### src/rtl/io_mux_arbiter.sv
// Round-robin pad-ownership arbiter for shared IO: receive functions hand over directly,
// transmit grants end with a turnaround gap. Optional grant timeout: IO_MUX_ARBITER_TIMEOUT_EN.
//
//   state      | meaning
//   IDLE       | no owner, pad parked on receive function 0
//   GRANT      | one function owns the pad until it drops req (or times out)
//   TURNAROUND | pad undriven for TURNAROUND cycles after a transmit grant
module io_mux_arbiter #(
    parameter int TXCOUNT    = 2,
    parameter int RXCOUNT    = 2,
    parameter int TURNAROUND = 2,
    parameter int TIMEOUT    = 16,
    localparam int FUNCCOUNT = TXCOUNT + RXCOUNT,
    localparam int MUXWIDTH  = $clog2(FUNCCOUNT)
) (
    input  logic                 clk,
    input  logic                 rst_n,
    input  logic [FUNCCOUNT-1:0] req,
    output logic [FUNCCOUNT-1:0] grant,
    output logic [MUXWIDTH-1:0]  func_select,
    output logic                 busy
);

    localparam logic [1:0] S_IDLE = 2'd0;
    localparam logic [1:0] S_GRANT = 2'd1;
    localparam logic [1:0] S_TURNAROUND = 2'd2;

    localparam int TA_W = $clog2(TURNAROUND + 1);

    if (TXCOUNT <= 0 || RXCOUNT <= 0 || TURNAROUND < 1 || TIMEOUT < 2) begin : g_bad_params
        $error("io_mux_arbiter: TXCOUNT, RXCOUNT must be > 0, TURNAROUND >= 1, TIMEOUT >= 2");
    end

    logic [1:0]           state_q, state_d;
    logic [FUNCCOUNT-1:0] grant_q, grant_d;
    logic [MUXWIDTH-1:0]  sel_q, sel_d;
    logic [MUXWIDTH-1:0]  last_q, last_d;
    logic [TA_W-1:0]      ta_q, ta_d;
    logic                 busy_q;
    logic                 to_expired;

    logic                 win_found;
    logic [MUXWIDTH-1:0]  win_idx;
    logic [MUXWIDTH:0]    cand;
    logic                 rearb;

`ifdef IO_MUX_ARBITER_TIMEOUT_EN
    localparam int TO_W = $clog2(TIMEOUT);
    logic [TO_W-1:0] to_q, to_d;

    assign to_expired = (to_q == '0);
`else
    assign to_expired = 1'b0;
`endif

    // Search starts one past the previous winner and wraps, so the previous winner is tried last.
    always_comb begin
        win_found = 1'b0;
        win_idx   = '0;
        cand      = '0;
        for (int off = 1; off <= FUNCCOUNT; off++) begin
            cand = {1'b0, last_q} + (MUXWIDTH+1)'(off);
            if (cand >= (MUXWIDTH+1)'(FUNCCOUNT)) begin
                cand = cand - (MUXWIDTH+1)'(FUNCCOUNT);
            end
            if (!win_found && req[cand[MUXWIDTH-1:0]]) begin
                win_found = 1'b1;
                win_idx   = cand[MUXWIDTH-1:0];
            end
        end
    end

    always_comb begin
        state_d = state_q;
        grant_d = grant_q;
        sel_d   = sel_q;
        last_d  = last_q;
        ta_d    = ta_q;
        rearb   = 1'b0;
`ifdef IO_MUX_ARBITER_TIMEOUT_EN
        to_d    = to_q;
`endif
        case (state_q)
            S_IDLE: rearb = 1'b1;
            S_GRANT: begin
                if (!req[sel_q] || to_expired) begin
                    if (sel_q >= MUXWIDTH'(RXCOUNT)) begin
                        state_d = S_TURNAROUND;
                        grant_d = '0;
                        sel_d   = '0;
                        ta_d    = TA_W'(TURNAROUND - 1);
                    end else begin
                        rearb = 1'b1;
                    end
                end else begin
`ifdef IO_MUX_ARBITER_TIMEOUT_EN
                    to_d = to_q - TO_W'(1);
`endif
                end
            end
            S_TURNAROUND: begin
                if (ta_q == '0) begin
                    rearb = 1'b1;
                end else begin
                    ta_d = ta_q - TA_W'(1);
                end
            end
            default: begin
                state_d = S_IDLE;
                grant_d = '0;
                sel_d   = '0;
            end
        endcase

        if (rearb) begin
            if (win_found) begin
                state_d          = S_GRANT;
                grant_d          = '0;
                grant_d[win_idx] = 1'b1;
                sel_d            = win_idx;
                last_d           = win_idx;
`ifdef IO_MUX_ARBITER_TIMEOUT_EN
                to_d             = TO_W'(TIMEOUT - 1);
`endif
            end else begin
                state_d = S_IDLE;
                grant_d = '0;
                sel_d   = '0;
            end
        end
    end

    always_ff @(posedge clk) begin
        if (!rst_n) begin
            state_q <= S_IDLE;
            grant_q <= '0;
            sel_q   <= '0;
            last_q  <= MUXWIDTH'(FUNCCOUNT - 1);
            ta_q    <= '0;
            busy_q  <= 1'b0;
        end else begin
            state_q <= state_d;
            grant_q <= grant_d;
            sel_q   <= sel_d;
            last_q  <= last_d;
            ta_q    <= ta_d;
            busy_q  <= (state_d != S_IDLE);
        end
    end

`ifdef IO_MUX_ARBITER_TIMEOUT_EN
    always_ff @(posedge clk) begin
        if (!rst_n) begin
            to_q <= '0;
        end else begin
            to_q <= to_d;
        end
    end
`endif

    assign grant       = grant_q;
    assign func_select = sel_q;
    assign busy        = busy_q;

endmodule

### config.mk
export PLATFORM = sky130hd
export DESIGN_NAME = io_mux_arbiter
export DESIGN_NICKNAME = d
export VERILOG_FILES = /design/src/rtl/io_mux_arbiter.sv
export SDC_FILE = /design/constraint.sdc
export NUM_CORES = 1
export LEC_CHECK = 0
export ABC_AREA = 1
export BUFFER_PORTS_ARGS = -buffer_cell sky130_fd_sc_hd__buf_2
export CAP_MARGIN = 20
export CORE_MARGIN = 10
export CORE_UTILIZATION = 58
export DETAILED_ROUTE_END_ITERATION = 6
export GPL_ROUTABILITY_DRIVEN = 0
export PLACE_DENSITY = 0.81
export SLEW_MARGIN = 20
export SYNTH_ARGS = -nofsm -noshare
export SYNTH_HDL_FRONTEND = slang
export SYNTH_SLANG_ARGS = --single-unit
### constraint.sdc
create_clock -name clk -period 4.4 [get_ports clk]
set_clock_uncertainty 0.05 [all_clocks]
set_input_delay 0.44 -clock clk [delete_from_list [all_inputs] [get_ports clk]]
set_output_delay 0.44 -clock clk [all_outputs]
set_load 0.05 [all_outputs]
# After elaboration in Yosys (flattened, before gate mapping)
# Index checks and enable logic that the tools add are counted.
[op_classes] reduce_logical=15 addsub=9 n_eq_ne=8 n_mux=47 magnitude_cmp=12
[op_table] cell="2-to-1 mux 2 bit" n=18
[op_table] cell="less-than comparator 2 x 3 -> 1 bit, second input constant" n=6
[op_table] cell="2-to-1 mux 4 bit" n=4
[op_table] cell="2-to-1 mux 1 bit" n=14
[op_table] cell=">= comparator 3 bit, second input constant" n=4
[op_table] cell="case mux 2 bit (2 select lines)" n=3
[op_table] cell="binary-select mux 1 bit (select 2 bit)" n=5
[op_table] cell="subtractor 2 x 1 -> 2 bit, second input constant" n=5
[op_table] cell="case mux 4 bit (2 select lines)" n=1
[op_table] cell="adder 2 x 2 -> 3 bit, second input constant" n=2
[op_table] cell="!= test 2 bit, second input constant" n=3
[op_table] cell="!= test 3 bit, second input constant" n=2
[op_table] cell="logical AND 1 bit" n=4
[op_table] cell="zero test 2 bit" n=2
[op_table] cell="AND reduction 4 bit" n=1
[op_table] cell="nonzero test 2 bit" n=2
[op_table] cell="adder 2 x 1 -> 3 bit, second input constant" n=1
[op_table] cell="adder 2 x 3 -> 3 bit, second input constant" n=1
[op_table] cell="zero test 1 bit" n=3
[op_table] cell="case mux 1 bit (3 select lines)" n=1
[op_table] cell="AND reduction 3 bit" n=1
[op_table] cell="demux 1 bit (select 2 bit)" n=1
[op_table] cell="== test 2 x 1 -> 1 bit, second input constant" n=1
[op_table] cell="== test 2 bit, second input constant" n=1
[op_table] cell="other kinds (5)" n=5
[word_totals] ff_bits=13 input_bits=6 out_inout_bits=7

# Longest topological paths before layout
# Gate-level depths: netlist of run 1.
[logic_depth] depth_word=21 ltp_mapped=13 mapped_depth_nobuf=12

# Worst setup path before layout of run 1
# Ideal clock, no wire load.
[synth_path] path_type="register -> register" from="reg sel_q[0], in the netlist func_select[0]" to="reg grant_q[3], in the netlist grant[3]" path_stages_with_launch=9 path_buffers=0 setup_slack_ns=2.722 arrival_ns=1.562 required_ns=4.284 setup_ns=0.066 cell_sequence="dfxtp_1 -> o21ai_0 -> nand2_1 -> o211ai_2 -> a21oi_2 -> inv_2 -> nor2_1 -> nor2_1 -> nor2_1"
[synth_between] elab_chain_cells=6 elab_cells_between_ends=11 classes_between="order compare (1); eq/ne (3); mux (6); reduce/logical (1)"
[synth_rtl] item="start: declaration" line="36" source="logic [MUXWIDTH-1:0] sel_q, sel_d;"
[synth_rtl] item="start signal: assignment" line="144" source="sel_q <= sel_d;"
[synth_rtl] item=">= comparator 2 bit / binary-select mux 1 bit (select 2 bit) (equally long branches)" line="87, 86"
[synth_rtl] item="2-to-1 mux 1 bit (on tied branches)" line="87, 86"
[synth_rtl] item="2-to-1 mux 1 bit" line="86" source="if (!req[sel_q] || to_expired) begin"
[synth_rtl] item="case mux 1 bit (3 select lines)" line="83" source="case (state_q)"
[synth_rtl] item="!= test 3 bit (no line) / != test 2 x 1 -> 1 bit (equally long branches)"
[synth_rtl] item="AND reduction 3 bit (no line)"
[synth_rtl] item="end signal: assignment" line="143" source="grant_q <= grant_d;"
[synth_rtl] item="end: declaration" line="35" source="logic [FUNCCOUNT-1:0] grant_q, grant_d;"
# Parallel ways exist; a longest one is shown, timed or not. The select of a mux whose other input is x is not followed.
# A chain may end at the register's enable or synchronous reset.

# Final worst setup path of run 1
[layout_path] from="reg last_q[0]" to="reg grant_q[3], in the netlist grant[3]"
[layout_between] elab_chain_cells=21 elab_cells_between_ends=45 classes_between="add/sub (8); order compare (6); mux (24); reduce/logical (7)"
[layout_rtl] item="start: declaration" line="37" source="logic [MUXWIDTH-1:0] last_q, last_d;"
[layout_rtl] item="start signal: assignment" line="138" source="last_q <= MUXWIDTH'(FUNCCOUNT - 1);"
[layout_rtl] item="start signal: assignment" line="145" source="last_q <= last_d;"
[layout_rtl] item="adder 2 x 1 -> 3 bit" line="62" source="cand = {1'b0, last_q} + (MUXWIDTH+1)'(off);"
[layout_rtl] item=">= comparator 3 bit / subtractor 2 x 1 -> 2 bit (equally long branches)" line="63, 64"
[layout_rtl] item="2-to-1 mux 2 bit" line="63" source="if (cand >= (MUXWIDTH+1)'(FUNCCOUNT)) begin"
[layout_rtl] item="binary-select mux 1 bit (select 2 bit)" line="66" source="if (!win_found && req[cand[MUXWIDTH-1:0]]) begin"
[layout_rtl] item="2-to-1 mux 1 bit (not written as such)" line="66"
[layout_rtl] item="2-to-1 mux 1 bit" line="66"
[layout_rtl] item="zero test 1 bit" line="66"
[layout_rtl] item="logical AND 1 bit" line="66"
[layout_rtl] item="[... 5 more ...]"
[layout_rtl] item="logical AND 1 bit" line="66"
[layout_rtl] item="2-to-1 mux 2 bit" line="66"
[layout_rtl] item="less-than comparator 2 x 3 -> 1 bit (not written as such) / >= comparator 2 x 1 -> 1 bit (equally long branches)" line="119" source="grant_d[win_idx] = 1'b1;"
[layout_rtl] item="logical AND 1 bit (not written as such)" line="119"
[layout_rtl] item="2-to-1 mux 1 bit (not written as such)" line="119"
[layout_rtl] item="demux 1 bit (select 2 bit)" line="119"
[layout_rtl] item="2-to-1 mux 4 bit (*)" line="116" source="if (win_found) begin"
[layout_rtl] item="2-to-1 mux 4 bit (*)" line="115" source="if (rearb) begin"
# Every way passes the cells marked *; elsewhere a longest branch is shown, timed or not. The select of a mux whose other input is x is not followed.

==> results of run 1 <==
## synth_stat cells, drive strengths merged
cell type,n,area (um2)
dfxtp,13,260.3
nand3,8,50.05
nand2,53,244.0
ha,1,12.51
o211ai,4,35.03
inv,18,72.57
a21oi,9,48.80
nand4,3,18.77
nand3b,1,7.510
buf,1,7.510
clkinv,1,3.750
nor2,15,75.08
nor3,2,10.01
a211oi,1,7.510
o21ai,2,10.01
## worst paths after layout
| path | to | depth (start not counted) |
|---|---|---|
| worst max-delay path | grant[3] | 12 |
| worst min-delay path | last_q[0] | 2 |
| worst max register to register | grant[3] | 12 |
| worst min register to register | grant[0] | 2 |
## cell families (layout without fill, tap and decap cells)
logic type / after synthesis / count (layout) / share of synthesized area
AOI/OAI and AO/OA: 16 / 16 / 0.1174
adders and majority gates: 1 / 1 / 0.01449
buffers and inverters: 20 / 35 / 0.09710
DFF: 13 / 13 / 0.3014
and+or+nand+nor: 82 / 82 / 0.4696
## report_power, final
| part | total (mW) | switching (mW) | internal, mW |
|---|---|---|---|
| logic | 0.548 | 0.380 | 0.168 |
| clock network | 0.0714 | 0.0362 | 0.0352 |
| registers | 0.209 | 0.0460 | 0.163 |
## stage by stage
stage | hold WS (ps) | utilization
2_1_floorplan | 407.0 | -
3_3_place_gp | 394.4 | 0.6923
3_5_place_dp | 406.7 | 0.6923
4_1_cts | 352.2 | 0.7118
5_1_grt | 354.2 | 0.7118
6_report | 357.7 | 0.7118
## layer usage
metal / global-route usage / vias to the layer above
met2: 0.1791 / 23
met5: 0 / -
met4: 0.02951 / 0
li1: - / 451
met1: 0.1311 / 379
met3: 0.05365 / 2
## registers in the layout (all words and copies together) (netlist names)
register     count
last_q           2
grant            4
ta_q             2
state_q          2
busy             1
func_select      2
## cell type report
class                      count  area (um2)
tap                           15       18.77
timing repair buffer          12       60.06
multi-input combinational     99       519.2
clock buffer                   4       26.28
fill                         117       389.1
inverter                      19       76.32
sequential                    13       260.3
==> flow_metrics.py, run 1 <==
metrics = {
    "run_status": {
        "status": "complete, no violations",
    },
    "clocking": {
        "cts_setup_buffers": 0,
        "cts_clock_pin_slew_for_the_worst_setup_and_hold_paths_ps": 70,
        "post_cts_resized": 0,
        "max-clock-path-buffers": 2,
        "cts.hold.buffers_added": 0,
        "tritoncts": "built",
        "root_buffer": "sky130_fd_sc_hd__clkbuf_4",
        "tritoncts_num_sinks": 13,
        "clk-insertion-delay-late_ps": 270,
        "cts_htree_levels": 1,
        "numCtsBuffers": 3,
    },
    "layout": {
        "most_common_library_cell_in_the_layout_ignoring_fill_and_taps": "sky130_fd_sc_hd__nand2_1",
        "final-instance-count-excl-fill": 162,
        "syn2layout_area_growth_pct": 11.30,
        "finish.instance_area_um2": 960.9,
        "insertedDiodeCount": 0,
        "post_route_cells_drive_above_1_share": 0.2449,
        "fin_nets": 155,
        "layout.cells.most_common_list": "43 x sky130_fd_sc_hd__nand2_1, 13 x sky130_fd_sc_hd__inv_1, 13 x sky130_fd_sc_hd__nor2_1, 13 x sky130_fd_sc_hd__dfxtp_1, 12 x sky130_fd_sc_hd__buf_2",
    },
    "sta": {
        "drv_slew": 0,
        "setup-tns-final_ps": 0,
        "maxClockFrequency_mhz": 602.9,
        "hold_fails_final_rpt": 0,
        "final.min_clock_period_ps": 1659,
        "setup_viol": 0,
        "max-slew-margin-rel": 0.7357,
        "fin_ws_ps": 2741,
        "fin_crit_sh": 0.3769,
        "tightestPinTransition_ps": 395.2,
        "grt_setup_unrepaired": "false",
    },
    "setup_path": {
        "slowest_delay_ps": 520,
        "cp_launch_point": "last_q[0]",
        "path_max_fanout": 10,
        "cp.buffers_inverters": 1,
        "regToRegSetupSlack_ps": 2740,
        "worst_setup_path_end_kind": "flop",
        "setup.worst_path.class": "flop to flop",
        "critical-path-top-delay-family": "simple AND/OR/NAND/NOR gates",
        "critPathRequiredTime_ps": 4560,
        "path_cells": "inv_6, nand2_4, nand2_2, nand2_1, nand2_2, nor2_8, nand3_2, nand2_2, nand3_2, nor2_2, nor2_1, nor2_1",
        "critical_path.reg2reg.startpoint": "last_q[0]",
        "cp_common_cell": "sky130_fd_sc_hd__nand2_2",
        "start_kind": "flop",
        "cp_data_arrival_time_ps": 1820,
        "worst_path_max_delay_cell": "sky130_fd_sc_hd__dfxtp_1",
    },
    "routing": {
        "m1WireLength_um": 877,
        "routed.top_layer": "met4",
        "detailed_route_iter0_violations": 16,
        "vias": 855,
        "drc_violations_left": 0,
        "post_drt_wl_per_cell_um": 11.47,
        "average_via_count_per_standard_cell": 5.278,
        "antenna_left": 0,
        "drt-total-wl_um": 1858,
        "drt-pass1-iter-count": 4,
        "routed-wl-met3_um": 135,
        "routed-wl-met2_um": 832,
    },
    "floorplan": {
        "die-area_um2": 3432,
        "placementRows": 13,
        "initial_utilization": 0.6395,
        "design.portCount": 13,
        "die_h_um": 58.58,
        "die_width_um": 58.58,
        "fp.coreArea_um2": 1350,
    },
    "logic_synthesis": {
        "seq_area_frac_synth": 0.3014,
        "ys_seq_elements": 13,
        "ys.warnings.count": 0,
        "synthesis.nets": 139,
        "syn-instance-count": 132,
        "synth.cell_area_um2": 863.3,
        "syn_area_per_cell_um2": 6.540,
        "synth_cell_type_count": 24,
    },
    "power_and_ir_drop": {
        "totalPowerFinal_uw": 828.3,
        "static-leakage-power_nw": 0.4943,
        "vdd_drop_max_uv": 445.8,
        "power.density_nw_per_um2": 862.0,
    },
    "placed_design": {
        "placement.io_buffers": 12,
        "dp.cells": 158,
        "pre_cts_ws_ps": 2675,
        "dp_hpwl_um": 1547,
        "placedInstanceArea_um2": 934.6,
    },
    "min_path": {
        "hold_path_startpoint": "rst_n",
        "hp-class": "primary input to flop",
    },
    "global_routing": {
        "antenna_found_initial": 0,
        "grt.total_usage": 0.1122,
        "grt_start_max_net_pins": 11,
        "first_pass_grt_wire_length_um": 3146,
        "first_global_vias": 769,
        "globalRouteOverflowTotal": 0,
    },
    "run": {
        "maxCapViolations": 0,
    },
}
No activity file was read; power rests on OpenSTA's default activity.
==> run 2: changes to the inputs <==
--- a/config.mk
+++ b/config.mk
@@ -5,14 +5,14 @@
 export SDC_FILE = /design/constraint.sdc
 export NUM_CORES = 1
 export LEC_CHECK = 0
-export ABC_AREA = 1
+export ABC_AREA = 0
 export BUFFER_PORTS_ARGS = -buffer_cell sky130_fd_sc_hd__buf_2
 export CAP_MARGIN = 20
 export CORE_MARGIN = 10
-export CORE_UTILIZATION = 58
+export CORE_UTILIZATION = 47
 export DETAILED_ROUTE_END_ITERATION = 6
 export GPL_ROUTABILITY_DRIVEN = 0
-export PLACE_DENSITY = 0.81
+export PLACE_DENSITY = 0.72
 export SLEW_MARGIN = 20
 export SYNTH_ARGS = -nofsm -noshare
 export SYNTH_HDL_FRONTEND = slang
==> constraint.sdc (replaced) <==
create_clock -name clk -period 1.4 [get_ports clk]
set_clock_uncertainty 0.05 [all_clocks]
set_input_delay 0.14 -clock clk [delete_from_list [all_inputs] [get_ports clk]]
set_output_delay 0.14 -clock clk [all_outputs]
set_load 0.05 [all_outputs]
==> run 2 against run 1 <==
Net effect: the run now ends with negative setup slack left; via count is 24% lower; die area shrank 0.14%; worst setup slack got worse by 2900 ps; critical path type unchanged; largest cell class unchanged.
==> flow_metrics.py, run 2 <==
metrics = {
    "run_status": {
        "status": "complete, but fails checks",
        "failing_checks": "negative setup slack",
    },
    "setup_path": {
        "path_max_fanout": 6,
        "setup.worst_path.class": "flop to flop",
        "slowest_delay_ps": 520,
        "path_cells": "mux4_2, a21oi_2, nor2b_4, a22o_1",
        "critPathRequiredTime_ps": 1520,
        "cp_data_arrival_time_ps": 1640,
        "start_kind": "flop",
        "worst_setup_path_end_kind": "flop",
        "worst_path_max_delay_cell": "sky130_fd_sc_hd__mux4_2",
    },
    "clocking": {
        "numCtsBuffers": 3,
        "cts_htree_levels": 1,
        "max-clock-path-buffers": 2,
        "root_buffer": "sky130_fd_sc_hd__clkbuf_4",
        "tritoncts": "built",
        "cts.hold.buffers_added": 0,
        "cts_clock_pin_slew_for_the_worst_setup_and_hold_paths_ps": 80,
        "tritoncts_num_sinks": 13,
        "clk-insertion-delay-late_ps": 270,
    },
    "layout": {
        "final-instance-count-excl-fill": 117,
        "most_common_library_cell_in_the_layout_ignoring_fill_and_taps": "sky130_fd_sc_hd__buf_4",
        "insertedDiodeCount": 0,
        "syn2layout_area_growth_pct": 38.89,
        "fin_nets": 110,
        "layout.cells.most_common_list": "14 x sky130_fd_sc_hd__buf_4, 12 x sky130_fd_sc_hd__buf_2, 9 x sky130_fd_sc_hd__dfxtp_1, 6 x sky130_fd_sc_hd__nor2_1, 4 x sky130_fd_sc_hd__a22o_1",
        "filler_cell_count": 107,
        "seqCellArea_um2": 270.3,
        "largest_register_ffs": 4,
        "postLayoutCoreUtil": 0.7183,
        "post_route_cells_drive_above_1_share": 0.4804,
        "multiInputGateArea_um2": 474.2,
    },
    "sta": {
        "fin_ws_ps": -115.2,
        "final.min_clock_period_ps": 1515,
        "setup_viol": 7,
        "maxClockFrequency_mhz": 660.0,
        "fin_crit_sh": 1.082,
        "tightestPinTransition_ps": 396.2,
        "max-slew-margin-rel": 0.7353,
        "drv_slew": 0,
        "grt_setup_unrepaired": "true",
        "hold_fails_final_rpt": 0,
    },
    "logic_synthesis": {
        "seq_area_frac_synth": 0.3728,
        "primary_flip_flop_cell_chosen_by_synthesis_mapping": "sky130_fd_sc_hd__dfxtp_1",
        "synth.cell_area_um2": 698.2,
        "synth_area_leaders": "sky130_fd_sc_hd__dfxtp_1 37%, sky130_fd_sc_hd__a22o_1 5.0%, sky130_fd_sc_hd__nor2b_1 4.5%, sky130_fd_sc_hd__o21ai_0 3.6%, sky130_fd_sc_hd__mux4_2 3.2%",
        "largest_area_contributor_in_the_synthesized_netlist": "sky130_fd_sc_hd__dfxtp_1",
        "synth_cell_type_count": 31,
        "syn-instance-count": 72,
        "async_reset_ff_frac": 0,
        "ys.warnings.count": 0,
        "synthesis.nets": 79,
        "synthMostInstantiatedCell": "sky130_fd_sc_hd__dfxtp_1",
        "synthDominantCellAreaShare": 0.3728,
        "yosys-top-cells-count": "13 x sky130_fd_sc_hd__dfxtp_1, 6 x sky130_fd_sc_hd__nor2_1, 5 x sky130_fd_sc_hd__nor2b_1, 5 x sky130_fd_sc_hd__o21ai_0",
        "syn_area_per_cell_um2": 9.697,
        "ys_seq_elements": 13,
        "synth_edf_count": 0,
    },
    "floorplan": {
        "placementRows": 13,
        "fp.coreArea_um2": 1350,
        "die-area_um2": 3427,
        "die_h_um": 58.54,
        "design.portCount": 13,
        "die_width_um": 58.54,
        "initial_utilization": 0.5171,
    },
    "routing": {
        "drt-pass1-iter-count": 4,
        "post_drt_wl_per_cell_um": 15.06,
        "antenna_left": 0,
        "vias": 654,
        "drc_violations_left": 0,
        "average_via_count_per_standard_cell": 5.590,
        "detailed_route_iter0_violations": 11,
        "drt-total-wl_um": 1762,
    },
    "global_routing": {
        "grt_start_max_net_pins": 10,
        "first_global_vias": 660,
        "first_pass_grt_wire_length_um": 3022,
        "antenna_found_initial": 0,
        "grt.total_usage": 0.1118,
        "globalRouteOverflowTotal": 0,
    },
    "power_and_ir_drop": {
        "power.density_nw_per_um2": 1067,
        "vdd_drop_max_uv": 792.3,
        "static-leakage-power_nw": 0.4240,
    },
    "min_path": {
        "hp-class": "primary input to flop",
    },
    "placed_design": {
        "pre_cts_ws_ps": -101.5,
        "placement.io_buffers": 12,
        "dp_hpwl_um": 1301,
        "dp.cells": 112,
    },
    "run": {
        "maxCapViolations": 0,
    },
}
## run 2: worst paths after layout
check,from,end,slack [ps],cells past startpoint
setup / recovery,func_select[1],grant[2],-120,4
setup reg to reg,func_select[1],grant[2],-120,4
hold / removal,rst_n,last_q[1],110,2
hold reg to reg,grant[0],grant[0],430,1
## run 2: cells by family (layout without fill, tap and decap cells)
logic type,after synthesis,in the layout,synth area share
AO/OA/AOI/OAI,24,24,0.2598
adder cells (fa/ha/maj),1,1,0.01792
buffers and inverters,4,34,0.02150
flip-flops,13,13,0.3728
multiplexers,4,4,0.08243
AND/OR/NAND/NOR,26,26,0.2455
## run 2: critical path, delay by kind of cell (launching register included)
family / cells / cell delay (ps)
compound gates: 2 / 420
simple gates: 1 / 70
flops: 1 / 360
mux: 1 / 520
## run 2: metrics by stage
step / instance area [um2] / hold slack [ps] / total power, mW / TNS (ps)
finish: 969.7 / 107.2 / 1.035 / -651.1
floorplan: 711.9 / 168.4 / 0.6795 / -1222
CTS: 939.7 / 101.2 / 1.031 / -625.4
detailed placement: 888.4 / 386.3 / 0.7877 / -574.2
global route: 969.7 / 115.5 / 1.104 / -1121
global placement: 888.4 / 376.8 / 0.7811 / -476.9
## run 2: where the power goes
part           internal, mW  switching [mW]  total, mW
combinational         0.157           0.208      0.365
clock                 0.110           0.121      0.231
sequential            0.408          0.0298      0.438
total                 0.676           0.359       1.03
## run 2: area by class of cell
cell class,instances,share of cell area
multi-input combinational,55,0.4890
clock buffer,4,0.02710
sequential,13,0.2787
inverter,4,0.01548
tap,15,0.01935
timing repair buffer,26,0.1703
## run 2: what timing repair did
item	CTS	global route
gates cloned	0	0
setup buffers	0	1
setup endpoints to repair	10	10
gates resized for setup	6	6
pin swaps	3	4
## run 2: per-layer routing
| layer | share of wire | GRT usage | vias up |
|---|---|---|---|
| met3 | 0.056 | 0.02575 | 2 |
| met4 | 0.0068 | 0.04027 | 0 |
| li1 | - | - | 330 |
| met5 | 0 | 0 | - |
| met1 | 0.48 | 0.1437 | 304 |
| met2 | 0.46 | 0.1760 | 18 |
